File: config.mk
export PLATFORM = sky130hd
export DESIGN_NAME = display_scheduler
export DESIGN_NICKNAME = d
export VERILOG_FILES = /design/src/rtl/display_pkg.sv /design/src/rtl/rr_picker.sv /design/src/rtl/display_scheduler.sv
export SDC_FILE = /design/constraint.sdc
export NUM_CORES = 1
export LEC_CHECK = 0
export BUFFER_PORTS_ARGS = -buffer_cell sky130_fd_sc_hd__buf_2
export CAP_MARGIN = 20
export CORE_MARGIN = 2
export CORE_UTILIZATION = 46
export DETAILED_ROUTE_END_ITERATION = 7
export HOLD_SLACK_MARGIN = 0.06
export PLACE_DENSITY = 0.77
export SLEW_MARGIN = 20
export SYNTH_ARGS = -nofsm -noshare
export SYNTH_HDL_FRONTEND = slang
export SYNTH_SLANG_ARGS = --single-unit
File: constraint.sdc
create_clock -name clk -period 2.2 [get_ports clk]
set_input_delay 0.22 -clock clk [delete_from_list [all_inputs] [get_ports clk]]
set_output_delay 0.22 -clock clk [all_outputs]
set_load 0.01 [all_outputs]
File: src/rtl/display_pkg.sv
// display_pkg: scheduler state type and a ms-to-cycles helper (clk_per in ns).
package display_pkg;
  typedef enum logic [1:0] {IDLE, SWITCH, SHOW} sched_state_t;
  function automatic int ms_to_cycles(input int ms, input int clk_per);
    return int'((longint'(ms) * longint'(1_000_000)) / longint'(clk_per));
  endfunction
endpackage

File: src/rtl/rr_picker.sv
// rr_picker: circular priority search of req starting after idx and ending at idx.
module rr_picker #(
  parameter int N = 4
) (
  input  logic [N-1:0]         req,
  input  logic [$clog2(N)-1:0] idx,
  output logic [$clog2(N)-1:0] nxt,
  output logic                 hit
);
  localparam int IW = $clog2(N);
  always_comb begin
    nxt = '0;
    hit = 1'b0;
    for (int k = N; k > 0; k--)
      if (req[IW'((int'(idx) + k) % N)]) begin
        hit = 1'b1;
        nxt = IW'((int'(idx) + k) % N);
      end
  end
endmodule

File: src/rtl/display_scheduler.sv
// display_scheduler: round-robin, dwell-timed mux of digit sources onto one seven_segment.
// Optional source-index tag overlay on the top digit with DISPLAY_SCHED_TAG_EN.
module display_scheduler
  import display_pkg::*;
#(
  parameter int NUM_SOURCES  = 4,
  parameter int NUM_SEGMENTS = 4,
  parameter int DWELL_CYCLES = 200_000_000,
  parameter int TAG_CYCLES   = 50_000_000
) (
  input  logic                                         clk,
  input  logic                                         CPU_RESETN,
  input  logic [NUM_SOURCES-1:0]                       src_req,
  input  logic [NUM_SOURCES-1:0][NUM_SEGMENTS-1:0][3:0] src_encoded,
  input  logic [NUM_SOURCES-1:0][NUM_SEGMENTS-1:0]     src_digit_point,
  input  logic                                         advance,
  input  logic                                         hold,
  output logic [NUM_SEGMENTS-1:0][3:0]                 encoded,
  output logic [NUM_SEGMENTS-1:0]                      digit_point,
  output logic [$clog2(NUM_SOURCES)-1:0]               src_sel,
  output logic [NUM_SOURCES-1:0]                       src_grant,
  output logic                                         blank
);
  localparam int SW = $clog2(NUM_SOURCES);
  localparam int DW = $clog2(DWELL_CYCLES);
  sched_state_t                 state_q, state_d;
  logic [SW-1:0]                src_sel_q, src_sel_d, pick;
  logic [NUM_SOURCES-1:0]       src_grant_q, src_grant_d;
  logic                         blank_q, blank_d, hit;
  logic [DW-1:0]                dwell_q, dwell_d;
  logic [NUM_SEGMENTS-1:0][3:0] encoded_q, encoded_d;
  logic [NUM_SEGMENTS-1:0]      digit_point_q, digit_point_d;
`ifdef DISPLAY_SCHED_TAG_EN
  localparam int TW = $clog2(TAG_CYCLES + 1);
  logic [TW-1:0] tag_q, tag_d;
  logic          tag_on;
`endif
  // with nothing shown the search wraps to start at source 0
  rr_picker #(.N(NUM_SOURCES)) u_picker (
    .req (src_req),
    .idx (|src_grant_q ? src_sel_q : SW'(NUM_SOURCES - 1)),
    .nxt (pick),
    .hit (hit)
  );
  always_comb begin
    state_d       = state_q;
    src_sel_d     = src_sel_q;
    src_grant_d   = src_grant_q;
    blank_d       = blank_q;
    dwell_d       = dwell_q;
    encoded_d     = state_q == SHOW ? src_encoded[src_sel_q] : (state_q == SWITCH && hit) ? encoded_q : '0;
    digit_point_d = state_q == SHOW ? src_digit_point[src_sel_q] : (state_q == SWITCH && hit) ? digit_point_q : '0;
    unique case (state_q)
      IDLE: if (|src_req) state_d = SWITCH;
      SWITCH: begin
        state_d          = hit ? SHOW : IDLE;
        src_sel_d        = hit ? pick : '0;
        src_grant_d      = '0;
        src_grant_d[pick] = hit;
        blank_d          = !hit;
        dwell_d          = '0;
      end
      SHOW:
        if (!src_req[src_sel_q] || advance || (!hold && dwell_q == DW'(DWELL_CYCLES - 1))) state_d = SWITCH;
        else if (!hold) dwell_d = dwell_q + 1'b1;
      default: state_d = IDLE;
    endcase
`ifdef DISPLAY_SCHED_TAG_EN
    tag_on = state_q == SHOW && tag_q != TW'(TAG_CYCLES);
    tag_d  = state_q == SWITCH ? '0 : tag_on ? tag_q + 1'b1 : tag_q;
    if (tag_on) begin
      encoded_d[NUM_SEGMENTS-1]     = 4'(src_sel_q);
      digit_point_d[NUM_SEGMENTS-1] = 1'b1;
    end
`endif
  end
  always_ff @(posedge clk or negedge CPU_RESETN)
    if (!CPU_RESETN) begin
      state_q       <= IDLE;
      src_sel_q     <= '0;
      src_grant_q   <= '0;
      blank_q       <= 1'b1;
      dwell_q       <= '0;
      encoded_q     <= '0;
      digit_point_q <= '0;
`ifdef DISPLAY_SCHED_TAG_EN
      tag_q         <= '0;
`endif
    end else begin
      state_q       <= state_d;
      src_sel_q     <= src_sel_d;
      src_grant_q   <= src_grant_d;
      blank_q       <= blank_d;
      dwell_q       <= dwell_d;
      encoded_q     <= encoded_d;
      digit_point_q <= digit_point_d;
`ifdef DISPLAY_SCHED_TAG_EN
      tag_q         <= tag_d;
`endif
    end
  assign encoded     = encoded_q;
  assign digit_point = digit_point_q;
  assign src_sel     = src_sel_q;
  assign src_grant   = src_grant_q;
  assign blank       = blank_q;
endmodule
## Word-level counts from Yosys, hierarchy flattened

Index checks and enable logic that the tools add are counted.

- Register bits: 57
- Output and inout port bits: 27
- Bits of input ports: 88
- Word-level logic and storage cells: 86

- Bitwise operators: 1
- Add/subtract/negate cells: 5
- Magnitude comparators: 7
- Multiplexer cells: 41
- Reductions and logical operators: 14
- Equality and inequality tests: 8

Operators by type and width:

| kind | number |
|---|---|
| 28-bit two-way mux | 2 |
| 28-bit case mux with 2 select lines | 1 |
| 16-bit two-way mux | 3 |
| 16-bit binary-select mux with 2-bit select | 1 |
| 28-bit by 1-bit adder with 28-bit output, second input constant | 1 |
| 28-bit == test, second input constant | 1 |
| 2-bit two-way mux | 9 |
| 2-bit by 4-bit < comparator with 1-bit output, second input constant | 4 |
| 1-bit two-way mux | 14 |
| 4-bit two-way mux | 3 |
| 1-bit binary-select mux with 2-bit select | 5 |
| 4-bit binary-select mux with 2-bit select | 1 |
| 2-bit inequality test, second input constant | 4 |
| 4-bit OR reduction | 2 |
| 2-bit by 3-bit < comparator with 1-bit output, second input constant | 2 |
| 2-bit case mux with 3 select lines | 1 |
| 2-bit by 1-bit adder with 2-bit output, second input constant | 2 |
| 2-bit adder, second input constant | 2 |
| 4-bit AND | 1 |
| 1-bit logical AND | 3 |
| 1-bit logical NOT | 3 |
| 3-bit AND reduction | 1 |
| 1-bit demux with 2-bit select | 1 |
| 2-bit by 1-bit == test with 1-bit output, second input constant | 1 |
| other kinds (7) | 8 |

## Depth between registers and ports, before layout

Gate-level depths: netlist of run 1.

- Word-level depth: 15
- Gate-level depth with buffers: 9
- Depth with buffers taken out: 6

## Modules after synthesis

Synthesis of run 1 repeated with hierarchy kept, for this count alone.

- Cells, all modules: 315
- Area, all modules: 3409.5 um^2

Modules (own cells, without submodules):

| module | seq. area each (um^2) | instances | cells each | area an instance (um^2) |
|---|---|---|---|---|
| display_scheduler | 1427.6 | 1 | 301 | 3318.2 |
| rr_picker | 0.0 | 1 | 14 | 91.3 |

## Worst setup path before layout of run 1

Ideal clock, no wire load.

- Path type: register -> register
- Start point: register src_sel_q[0], in the netlist src_sel[0]
- End point: register dwell_q[15]
- Cell stages (with the launch flop): 8
- Data required time: 2.122 ns
- Period minus slack after synthesis: 2.291 ns
- Setup time: 0.078 ns
- Buffers on the path: 2
- Path slack: -0.091 ns
- Arrival time: 2.213 ns
- Cell sequence: dfrtp_1 buf_4 or2_1 o22a_1 or4_1 buf_2 or4_1 a21oi_1

- Word-level cells in the longest chain between the ends: 7

Ends and longest elaborated chain:

| item | line | RTL |
|---|---|---|
| start: declaration | display_scheduler.sv:27 | `logic [SW-1:0] src_sel_q, src_sel_d, pick;` |
| start signal: assignment | display_scheduler.sv:91 | `src_sel_q <= src_sel_d;` |
| 1-bit binary-select mux with 2-bit select | display_scheduler.sv:64 | `if (!src_req[src_sel_q] \|\| advance \|\| (!hold && dwell_q == DW'(DWELL_CYCLES - 1))) state_d = SWITCH;` |
| 1-bit two-way mux (implied by the code) | display_scheduler.sv:64 |  |
| 1-bit logical NOT | display_scheduler.sv:64 |  |
| 1-bit logical OR (2 in a row) | display_scheduler.sv:64 |  |
| 2-bit inequality test (no line) | - |  |
| 3-bit AND reduction (no line) | - |  |
| end signal: assignment | display_scheduler.sv:94 | `dwell_q <= dwell_d;` |
| end: declaration | display_scheduler.sv:30 | `logic [DW-1:0] dwell_q, dwell_d;` |

Every way passes these cells. The select of a mux whose other input is x is not followed.
A chain may end at the register's enable or synchronous reset.

## Worst setup path in the final report of run 1

- Start point: register dwell_q[0]
- End point: register dwell_q[5]

- Word-level cells in the longest chain between the ends: 5
- Elaborated cells between the ends (all ways): 9
- Those cells by class: add/sub: 1; eq/ne: 2; mux: 3; reduce/logical: 3

Ends and longest elaborated chain:

| item |
|---|
| branches (longest 5 deep; another with 28-bit by 1-bit adder with 28-bit output) |

Parallel ways; which one is timed is not known. The select of a mux whose other input is x is not followed.

==> results of run 1 <==
[through the flow]
stage / util / power [W]
floorplan: - / 0.00269
global placement: 0.591 / 0.00327
detailed placement: 0.591 / 0.00333
CTS: 0.628 / 0.00455
global route: 0.634 / 0.00481
finish: 0.634 / 0.00454
[cell usage after synthesis (all sizes together) (2+ instances only)]
master and count:
nand4 10, buf 9, mux2i 6, dfrtp 56, o211ai 3, o21ai 9
o221ai 2, mux4 20, a31oi 2, a22o 24, and2 3, or3 3
nand3b 2, nor2 12, or4 17, nand2 24, nand2b 4, and4 4
and3 4, nor4 7, clkbuf 13, inv 4, nand3 13, nor2b 2
a21oi 20, o31ai 17
[timing repair]
| item | 4_1_cts | 5_1_grt |
|---|---|---|
| endpoints found under the hold margin | 24 | 0 |
| setup buffers | 0 | 1 |
| hold buffers | 1 | 0 |
| setup endpoints to repair | 0 | 18 |
| resized for setup | 0 | 6 |
[registers in the layout (all words and copies together) (netlist names)]
name and cells:
state_q 2, src_sel 2, dwell_q 28, src_grant 4
encoded 16, blank 1, digit_point 4
[power breakdown]
part           switching, W  leakage (nW)  total [W]  internal [W]
Sequential         0.000166         0.773    0.00146       0.00129
Combinational       0.00101          1.10    0.00187      0.000863
Clock              0.000422         0.120    0.00120      0.000782
[critical path, stage by stage (launching register included)]
cell and delay (ps):
dfrtp_1 410, ha_1 230, nand4_1 130, nor4_2 80, buf_4 140, and4_1 150, buf_4 190, or4_1 470
a21oi_1 150
[layer usage]
layer	vias up	global-route usage	part of all wire	wire length, um
met5	-	0	0	0
met4	0	0.105	0.018	167
met3	15	0.0606	0.063	582
met2	123	0.396	0.52	4740
met1	1535	0.317	0.40	3700
li1	1480	-	-	-
[layout make-up]
class,instances,area share
Clock inverter,5,0.0236
Tap cell,96,0.0276
Sequential cell,57,0.328
Clock buffer,11,0.0325
Inverter,4,0.00345
Multi-Input combinational cell,223,0.412
Timing Repair Buffer,138,0.173
[kinds of logic (layout without fill, tap and decap cells)]
family	count (synthesis)	count (layout)
compound gates	86	86
xor+xnor	2	2
fa+ha+maj	1	1
buf+inv	26	158
flops	57	57
mux	26	26
simple gates	108	108
[path summary, 6_finish.rpt]
kind | start | to | slack, ps | depth (start not counted)
worst max-delay path | dwell_q[0]$_DFFE_PN0P_ | dwell_q[5]$_DFFE_PN0P_ | 170 | 8
worst min-delay path | src_req[0] | blank$_DFFE_PN1P_ | 250 | 4
worst max register to register | dwell_q[0]$_DFFE_PN0P_ | dwell_q[5]$_DFFE_PN0P_ | 170 | 8
worst min register to register | encoded[6]$_DFFE_PN0P_ | encoded[6]$_DFFE_PN0P_ | 500 | 1
max in group asynchronous | CPU_RESETN | digit_point[1]$_DFFE_PN0P_ | 1090 | 3
min in group asynchronous | CPU_RESETN | dwell_q[25]$_DFFE_PN0P_ | 450 | 2
==> impl_metrics.json, run 1 <==
{
  "status": "finished clean",
  "synthCells": 306,
  "grt_max_degree": 28,
  "ys_ff_latch": 57,
  "finalSetupViolations": 0,
  "cts_tree": "built",
  "cp.required_ps": 2450,
  "powerDensity_mw_per_mm2": 1040,
  "grt_first_pass_wirelength_um": 14800,
  "fillers": 545,
  "crit_type": "register to register",
  "min_period_over_period": 0.924,
  "drt_iter0_markers": 218,
  "core_area_mm2": 0.00687,
  "ir_drop_v": 0.000597,
  "hold_viol_final": 0,
  "synth_compound_area_frac": 0.186,
  "final_common_cell": "buf_2",
  "grt_overflow": 0,
  "post-place-ws_ps": 81.8,
  "dr_total_vias": 3153,
  "worst_setup_path_end_kind": "register",
  "avgSynthCellArea_um2": 10.8,
  "cts_num_sinks": 57,
  "synth_nets": 395,
  "wirelength_um": 9190,
  "drive_gt1_frac": 0.413,
  "netlist_area_mm2": 0.00330,
  "clockBufferDepth": 2,
  "drt_pass1_iterations": 6,
  "via_per_inst": 5.90,
  "globalplace.congestion": 0.858,
  "dp.cells": 516,
  "antennaDiodeCount": 0,
  "clock_latency_ps": 330,
  "stdcell_count": 534,
  "fin_ws_ps": 168,
  "regArea_mm2": 0.00143,
  "whs_ps": 249,
  "drc": 0,
  "yosys.area.top_type_share": 0.425,
  "num_rows": 30,
  "start_kind": "register",
  "die_width_um": 88.6,
  "synth_edf_count": 0,
  "dieArea_mm2": 0.00786,
  "min_period_ps": 2030,
  "ys.flop_type": "dfrtp_1",
  "p_leak_nw": 1.99,
  "grt_setup_unrepaired": "no",
  "totalNegativeSetupSlack_ps": 0,
  "cp.arrival_ps": 2280,
  "max_slew_margin": 0.579,
  "clock.fmax_mhz": 492,
  "yosysUniqueCellTypes": 44,
  "skew_ps": 9.61,
  "area_growth_pct": 32.0,
  "ant_nets": 0,
  "fin_nets": 522,
  "final_cell_mix": "buf_2 (114), dfrtp_1 (56), a22o_1 (24), nand2_1 (24), buf_4 (23)",
  "final_cell_area_mm2": 0.00435,
  "max-cap-violations": 0,
  "drv_slew": 0,
  "grt_pass1_vias": 3103,
  "yosys.area_share.xor_xnor": 0.00532,
  "ys.warnings.count": 0,
  "cts_inserted_buffers": 9,
  "dpl.hpwl_um": 6790,
  "clkTransAtPathRegs_ps": 70,
  "grt_usage": 0.246,
  "synth_fa_ha_area_frac": 0.00380,
  "tightest_slew_ps": 631,
  "die_h_um": 88.6,
  "synthSimpleGateAreaFrac": 0.183,
  "worstPathMaxFanout": 16,
  "placed_area_mm2": 0.00406,
  "wire_per_inst_um": 17.2,
  "portBuffers": 114,
  "synth_top_area_cell": "dfrtp_1",
  "synth_top_family_by_area": "compound AO/OA/AOI/OAI gates",
  "muxShareOfSynthArea": 0.155,
  "io_pins": 115,
  "antenna_found_initial": 0,
  "synthTopCellsByArea": "dfrtp_1 (43%), mux4_2 (14%), a22o_1 (6.4%)",
  "multi_input_area_mm2": 0.00179,
  "async_reset_ff_frac": 1.00,
  "initial_core_util": 0.480,
  "ys_seq_area_frac": 0.433,
  "htreeDepth": 3,
  "cts_root_buf": "clkbuf_8",
  "min_path_type": "input pin to register"
}
(Power assumes the default switching activity.)
==> run 2, diff against run 1 <==
--- a/config.mk
+++ b/config.mk
@@ -8,10 +8,10 @@
 export BUFFER_PORTS_ARGS = -buffer_cell sky130_fd_sc_hd__buf_2
 export CAP_MARGIN = 20
 export CORE_MARGIN = 2
-export CORE_UTILIZATION = 46
+export CORE_UTILIZATION = 54
 export DETAILED_ROUTE_END_ITERATION = 7
 export HOLD_SLACK_MARGIN = 0.06
-export PLACE_DENSITY = 0.77
+export PLACE_DENSITY = 0.84
 export SLEW_MARGIN = 20
 export SYNTH_ARGS = -nofsm -noshare
 export SYNTH_HDL_FRONTEND = slang
==> constraint.sdc (replaced) <==
create_clock -name clk -period 2.6 [get_ports clk]
set_input_delay 0.26 -clock clk [delete_from_list [all_inputs] [get_ports clk]]
set_output_delay 0.26 -clock clk [all_outputs]
set_load 0.01 [all_outputs]
==> run 2 against run 1 <==
Routed wire length decreased by 2.3%. Count of clock-buffer cells in the layout decreased by 1. Cell count decreased by 6.0%. Fmax decreased by 12%. Final area decreased by 4.2%. Core utilization increased by 7.0 points. Worst setup slack improved by 120 ps. Clock power decreased by 31%. Worst hold slack improved by 53 ps. Sequential share of layout area increased by 1.4 points. Via count increased by 1.3%. Largest cell class unchanged. Largest power group unchanged.
==> impl_metrics.json, run 2 (same netlist as run 1, synthesis figures left out) <==
{
  "clkTransAtPathRegs_ps": 70,
  "stdcell_count": 502,
  "fillers": 447,
  "placed_area_mm2": 0.00396,
  "htreeDepth": 3,
  "core_area_mm2": 0.00592,
  "worst_path_max_delay_cell": "nor4_1",
  "whs_ps": 302,
  "final_common_cell": "buf_2",
  "grt_pass1_vias": 2921,
  "cpLargestDelayFamily": "simple AND/OR/NAND/NOR gates",
  "worstHoldStart": "src_req[2]",
  "via_per_inst": 6.36,
  "crit_type": "register to register",
  "regMostFlops": "dwell_q",
  "clock.fmax_mhz": 433,
  "cts_num_sinks": 57,
  "start_kind": "register",
  "drv_slew": 0,
  "num_rows": 28,
  "p_leak_nw": 1.91,
  "crit_chain": "nand4_1, nor4_1, nand3_1, or4_1, a21oi_1",
  "critPathLaunch": "dwell_q[9]$_DFFE_PN0P_",
  "multi_input_area_mm2": 0.00177,
  "min_period_ps": 2310,
  "max_slew_margin": 0.550,
  "ant_nets": 0,
  "grt_setup_unrepaired": "no",
  "clockBufferDepth": 2,
  "clock_latency_ps": 340,
  "grt_usage": 0.269,
  "cts_tree": "built",
  "grt_first_pass_wirelength_um": 13800,
  "cp.arrival_ps": 2570,
  "totalNegativeSetupSlack_ps": 0,
  "drt_pass1_iterations": 5,
  "cts_inserted_buffers": 9,
  "antennaDiodeCount": 0,
  "drive_gt1_frac": 0.386,
  "dp.cells": 485,
  "ir_drop_v": 0.000556,
  "io_pins": 115,
  "status": "finished clean",
  "worst_setup_path_end_kind": "register",
  "cp.buffers_inverters": 0,
  "tightest_slew_ps": 676,
  "min_path_type": "input pin to register",
  "max-cap-violations": 0,
  "drt_iter0_markers": 247,
  "drc": 0,
  "area_growth_pct": 26.5,
  "final_cell_mix": "buf_2 (114), dfrtp_1 (56), a22o_1 (24), nand2_1 (24)",
  "initial_core_util": 0.557,
  "dieArea_mm2": 0.00674,
  "postCtsSetupBuffers": 0,
  "largest_reg_flops": 28,
  "cp.required_ps": 2860,
  "cts_root_buf": "clkbuf_8",
  "finalSetupViolations": 0,
  "portBuffers": 114,
  "grt_max_degree": 28,
  "min_period_over_period": 0.889,
  "grt_overflow": 0,
  "powerDensity_mw_per_mm2": 869,
  "cpPeakStageDelay_ps": 540,
  "die_h_um": 82.1,
  "worstPathMaxFanout": 8,
  "regArea_mm2": 0.00143,
  "skew_ps": 4.75,
  "fin_nets": 511,
  "antenna_found_initial": 0,
  "reg2reg_from": "dwell_q[9]$_DFFE_PN0P_",
  "globalplace.congestion": 0.846,
  "wirelength_um": 8970,
  "final_util": 0.704,
  "die_width_um": 82.1,
  "wire_per_inst_um": 17.9,
  "dpl.hpwl_um": 6750,
  "hold_viol_final": 0,
  "final_cell_area_mm2": 0.00417,
  "dr_total_vias": 3193
}
run 2: cell count changes in the layout (fill, tap and decap cells not counted), sizes merged:
cell / change
bufinv: -2
inv: +1
clkinvlp: +1
clkbuf: -1
buf: -11
clkinv: +1
run 2: stage by stage:
stage	power [W]	setup WS, ps
floorplan	0.00227	309
global placement	0.00274	285
detailed placement	0.00281	187
CTS	0.00364	180
global route	0.00384	166
finish	0.00362	289
run 2: final timing paths:
| check | cells past startpoint | slack (ps) | to |
|---|---|---|---|
| worst max-delay path | 5 | 290 | dwell_q[25]$_DFFE_PN0P_ |
| worst min-delay path | 4 | 300 | blank$_DFFE_PN1P_ |
| worst max register to register | 5 | 290 | dwell_q[25]$_DFFE_PN0P_ |
| worst min register to register | 2 | 500 | blank$_DFFE_PN1P_ |
| max in group asynchronous | 3 | 1600 | blank$_DFFE_PN1P_ |
| min in group asynchronous | 2 | 330 | encoded[7]$_DFFE_PN0P_ |
run 2: area by class of cell:
type                            count  share of cell area
Clock buffer                       10              0.0306
Clock inverter                      6              0.0162
Inverter                            4             0.00360
Multi-Input combinational cell    223               0.424
Sequential cell                    57               0.343
Tap cell                           75              0.0225
Timing Repair Buffer              127               0.161
run 2: metal layers:
| metal | part of all wire | wire [um] | GRT usage |
|---|---|---|---|
| met5 | 0 | 0 | 0 |
| met4 | 0.017 | 155 | 0.0650 |
| met3 | 0.059 | 527 | 0.0717 |
| met2 | 0.52 | 4700 | 0.446 |
| met1 | 0.40 | 3590 | 0.354 |
run 2: tightest hold or removal path, stage by stage:
cell,delay (ps)
buf_2,120
nor2_1,70
nand2_1,100
o21ai_0,80
run 2: timing repair:
item,in CTS,in global routing
gates resized for setup,0,1
hold buffers,1,0
endpoints found under the setup margin,0,2
endpoints found under the hold margin,11,0
run 2: where the power goes:
group	switching, W	internal [W]
Sequential	0.000156	0.00109
Combinational	0.000838	0.000709
Clock	0.000382	0.000445
==> run 3, diff against run 2 <==
--- a/config.mk
+++ b/config.mk
@@ -11,7 +11,7 @@
 export CORE_UTILIZATION = 54
 export DETAILED_ROUTE_END_ITERATION = 7
 export HOLD_SLACK_MARGIN = 0.06
-export PLACE_DENSITY = 0.84
+export PLACE_DENSITY_LB_ADDON = 0.2
 export SLEW_MARGIN = 20
 export SYNTH_ARGS = -nofsm -noshare
 export SYNTH_HDL_FRONTEND = slang
==> run 3 against run 2 <==
Combinational power about the same. Core utilization is 0.084 points higher. Sequential share of layout area barely moved. Final area is 0.12% higher. Non-clock buffer count is 1 higher. Sequential power hardly changed. Clock power decreased by 3.9%. Register-to-register slack improved by 20 ps. First-iteration DRC count is 31% lower. Critical path type unchanged. Largest power group unchanged.
==> impl_metrics.json, run 3 (same netlist as run 1, synthesis figures left out) <==
{
  "multi_input_area_mm2": 0.00177,
  "start_kind": "register",
  "globalplace.congestion": 0.879,
  "cts_root_buf": "clkbuf_8",
  "io_pins": 115,
  "min_path_type": "input pin to register",
  "worst_setup_path_end_kind": "register",
  "worstPathMaxFanout": 8,
  "dieArea_mm2": 0.00674,
  "hold_viol_final": 0,
  "cp.required_ps": 2850,
  "regArea_mm2": 0.00143,
  "drt_iter0_markers": 171,
  "die_h_um": 82.1,
  "portBuffers": 114,
  "cts_num_sinks": 57,
  "min_period_over_period": 0.880,
  "grt_setup_unrepaired": "no",
  "fin_nets": 512,
  "initial_core_util": 0.557,
  "via_per_inst": 6.26,
  "cts_inserted_buffers": 9,
  "finalSetupViolations": 0,
  "skew_ps": 5.88,
  "cpPeakStageDelay_ps": 570,
  "max-cap-violations": 0,
  "final_cell_area_mm2": 0.00417,
  "die_width_um": 82.1,
  "cts_tree": "built",
  "dpl.hpwl_um": 6340,
  "num_rows": 28,
  "antennaDiodeCount": 0,
  "grt_pass1_vias": 3021,
  "crit_type": "register to register",
  "totalNegativeSetupSlack_ps": 0,
  "ant_nets": 0,
  "drive_gt1_frac": 0.388,
  "rr_worst_depth": 5,
  "tightest_slew_ps": 745,
  "regMostFlops": "dwell_q",
  "hold_depth": 3,
  "grt_max_degree": 32,
  "clock.fmax_mhz": 437,
  "worst_path_max_delay_cell": "nor4_1",
  "min_period_ps": 2290,
  "grt_usage": 0.261,
  "powerDensity_mw_per_mm2": 857,
  "fillers": 489,
  "core_area_mm2": 0.00592,
  "clkTransAtPathRegs_ps": 60,
  "drt_pass1_iterations": 5,
  "largest_reg_flops": 28,
  "postCtsSetupBuffers": 0,
  "max_slew_margin": 0.503,
  "drv_slew": 0,
  "final_cell_mix": "buf_2 (114), dfrtp_1 (56), a22o_1 (24), nand2_1 (24)",
  "htreeDepth": 3,
  "crit_chain": "nand4_1, nor4_1, nand3_1, or4_1, a21oi_1",
  "ir_drop_v": 0.000553,
  "grt_overflow": 0,
  "antenna_found_initial": 0,
  "drc": 0,
  "wire_per_inst_um": 16.9,
  "final_common_cell": "buf_2",
  "status": "finished clean",
  "area_growth_pct": 26.6,
  "clock_latency_ps": 330,
  "placed_area_mm2": 0.00396,
  "grt_first_pass_wirelength_um": 13500,
  "cp.arrival_ps": 2540,
  "p_leak_nw": 1.92,
  "wirelength_um": 8500,
  "dr_total_vias": 3149,
  "clockBufferDepth": 2
}
## run 3: layer usage
layer  GRT usage  wire [um]  share of wire  vias to the layer above
met5           0          0              0                        -
met4       0.103        115          0.014                        0
li1            -          -              -                     1459
met2       0.418       4240           0.50                      116
met3      0.0598        572          0.067                       13
met1       0.347       3580           0.42                     1561
## run 3: through the flow
| step | hold WS (ps) | power (W) | utilization | cells | setup slack [ps] |
|---|---|---|---|---|---|
| finish | 354 | 0.00358 | 0.705 | 503 | 312 |
| global route | 353 | 0.00380 | 0.705 | 503 | 76.4 |
| CTS | 350 | 0.00360 | 0.704 | 503 | 252 |
| detailed placement | 341 | 0.00281 | 0.669 | 486 | 285 |
| global placement | 343 | 0.00275 | 0.669 | 486 | 368 |
| floorplan | -35.6 | 0.00227 | - | 306 | 309 |
## run 3: area by class of cell
class | instances | area share
well taps | 75 | 0.0225
flip-flops and latches | 57 | 0.342
inverters | 4 | 0.00360
clock buffers | 14 | 0.0438
multi-input cells | 223 | 0.423
clock inverters | 2 | 0.00240
repair buffers | 128 | 0.163
## run 3: worst paths after layout
check                                       startpoint                 endpoint  slack (ps)
worst max-delay path            dwell_q[9]$_DFFE_PN0P_  dwell_q[27]$_DFFE_PN0P_         310
worst min-delay path                    src_encoded[1]   encoded[1]$_DFFE_PN0P_         350
max in group asynchronous                   CPU_RESETN   encoded[9]$_DFFE_PN0P_        1400
min in group asynchronous                   CPU_RESETN  dwell_q[22]$_DFFE_PN0P_         500
worst min register to register  encoded[9]$_DFFE_PN0P_   encoded[9]$_DFFE_PN0P_         500
worst max register to register  dwell_q[9]$_DFFE_PN0P_  dwell_q[27]$_DFFE_PN0P_         310
## run 3: repair_timing
| action | 4_1_cts | 5_1_grt |
|---|---|---|
| setup endpoints to repair | 0 | 3 |
| endpoints found under the hold margin | 28 | 0 |
| gates resized for setup | 0 | 1 |
| hold buffers | 1 | 0 |
## run 3: critical path: cells and delay by family, from the launching register on
| kind | cells | cell delay, ps |
|---|---|---|
| AND/OR/NAND/NOR | 4 | 1590 |
| flip-flops | 1 | 460 |
| AO/OA/AOI/OAI | 1 | 160 |
## run 3: where the power goes
| part | total (W) | leakage, nW | switching [W] | internal [W] |
|---|---|---|---|---|
| Clock | 0.000795 | 0.102 | 0.000347 | 0.000448 |
| Combinational | 0.00155 | 1.04 | 0.000829 | 0.000719 |
| Sequential | 0.00123 | 0.773 | 0.000141 | 0.00109 |
| Total | 0.00358 | 1.92 | 0.00132 | 0.00226 |
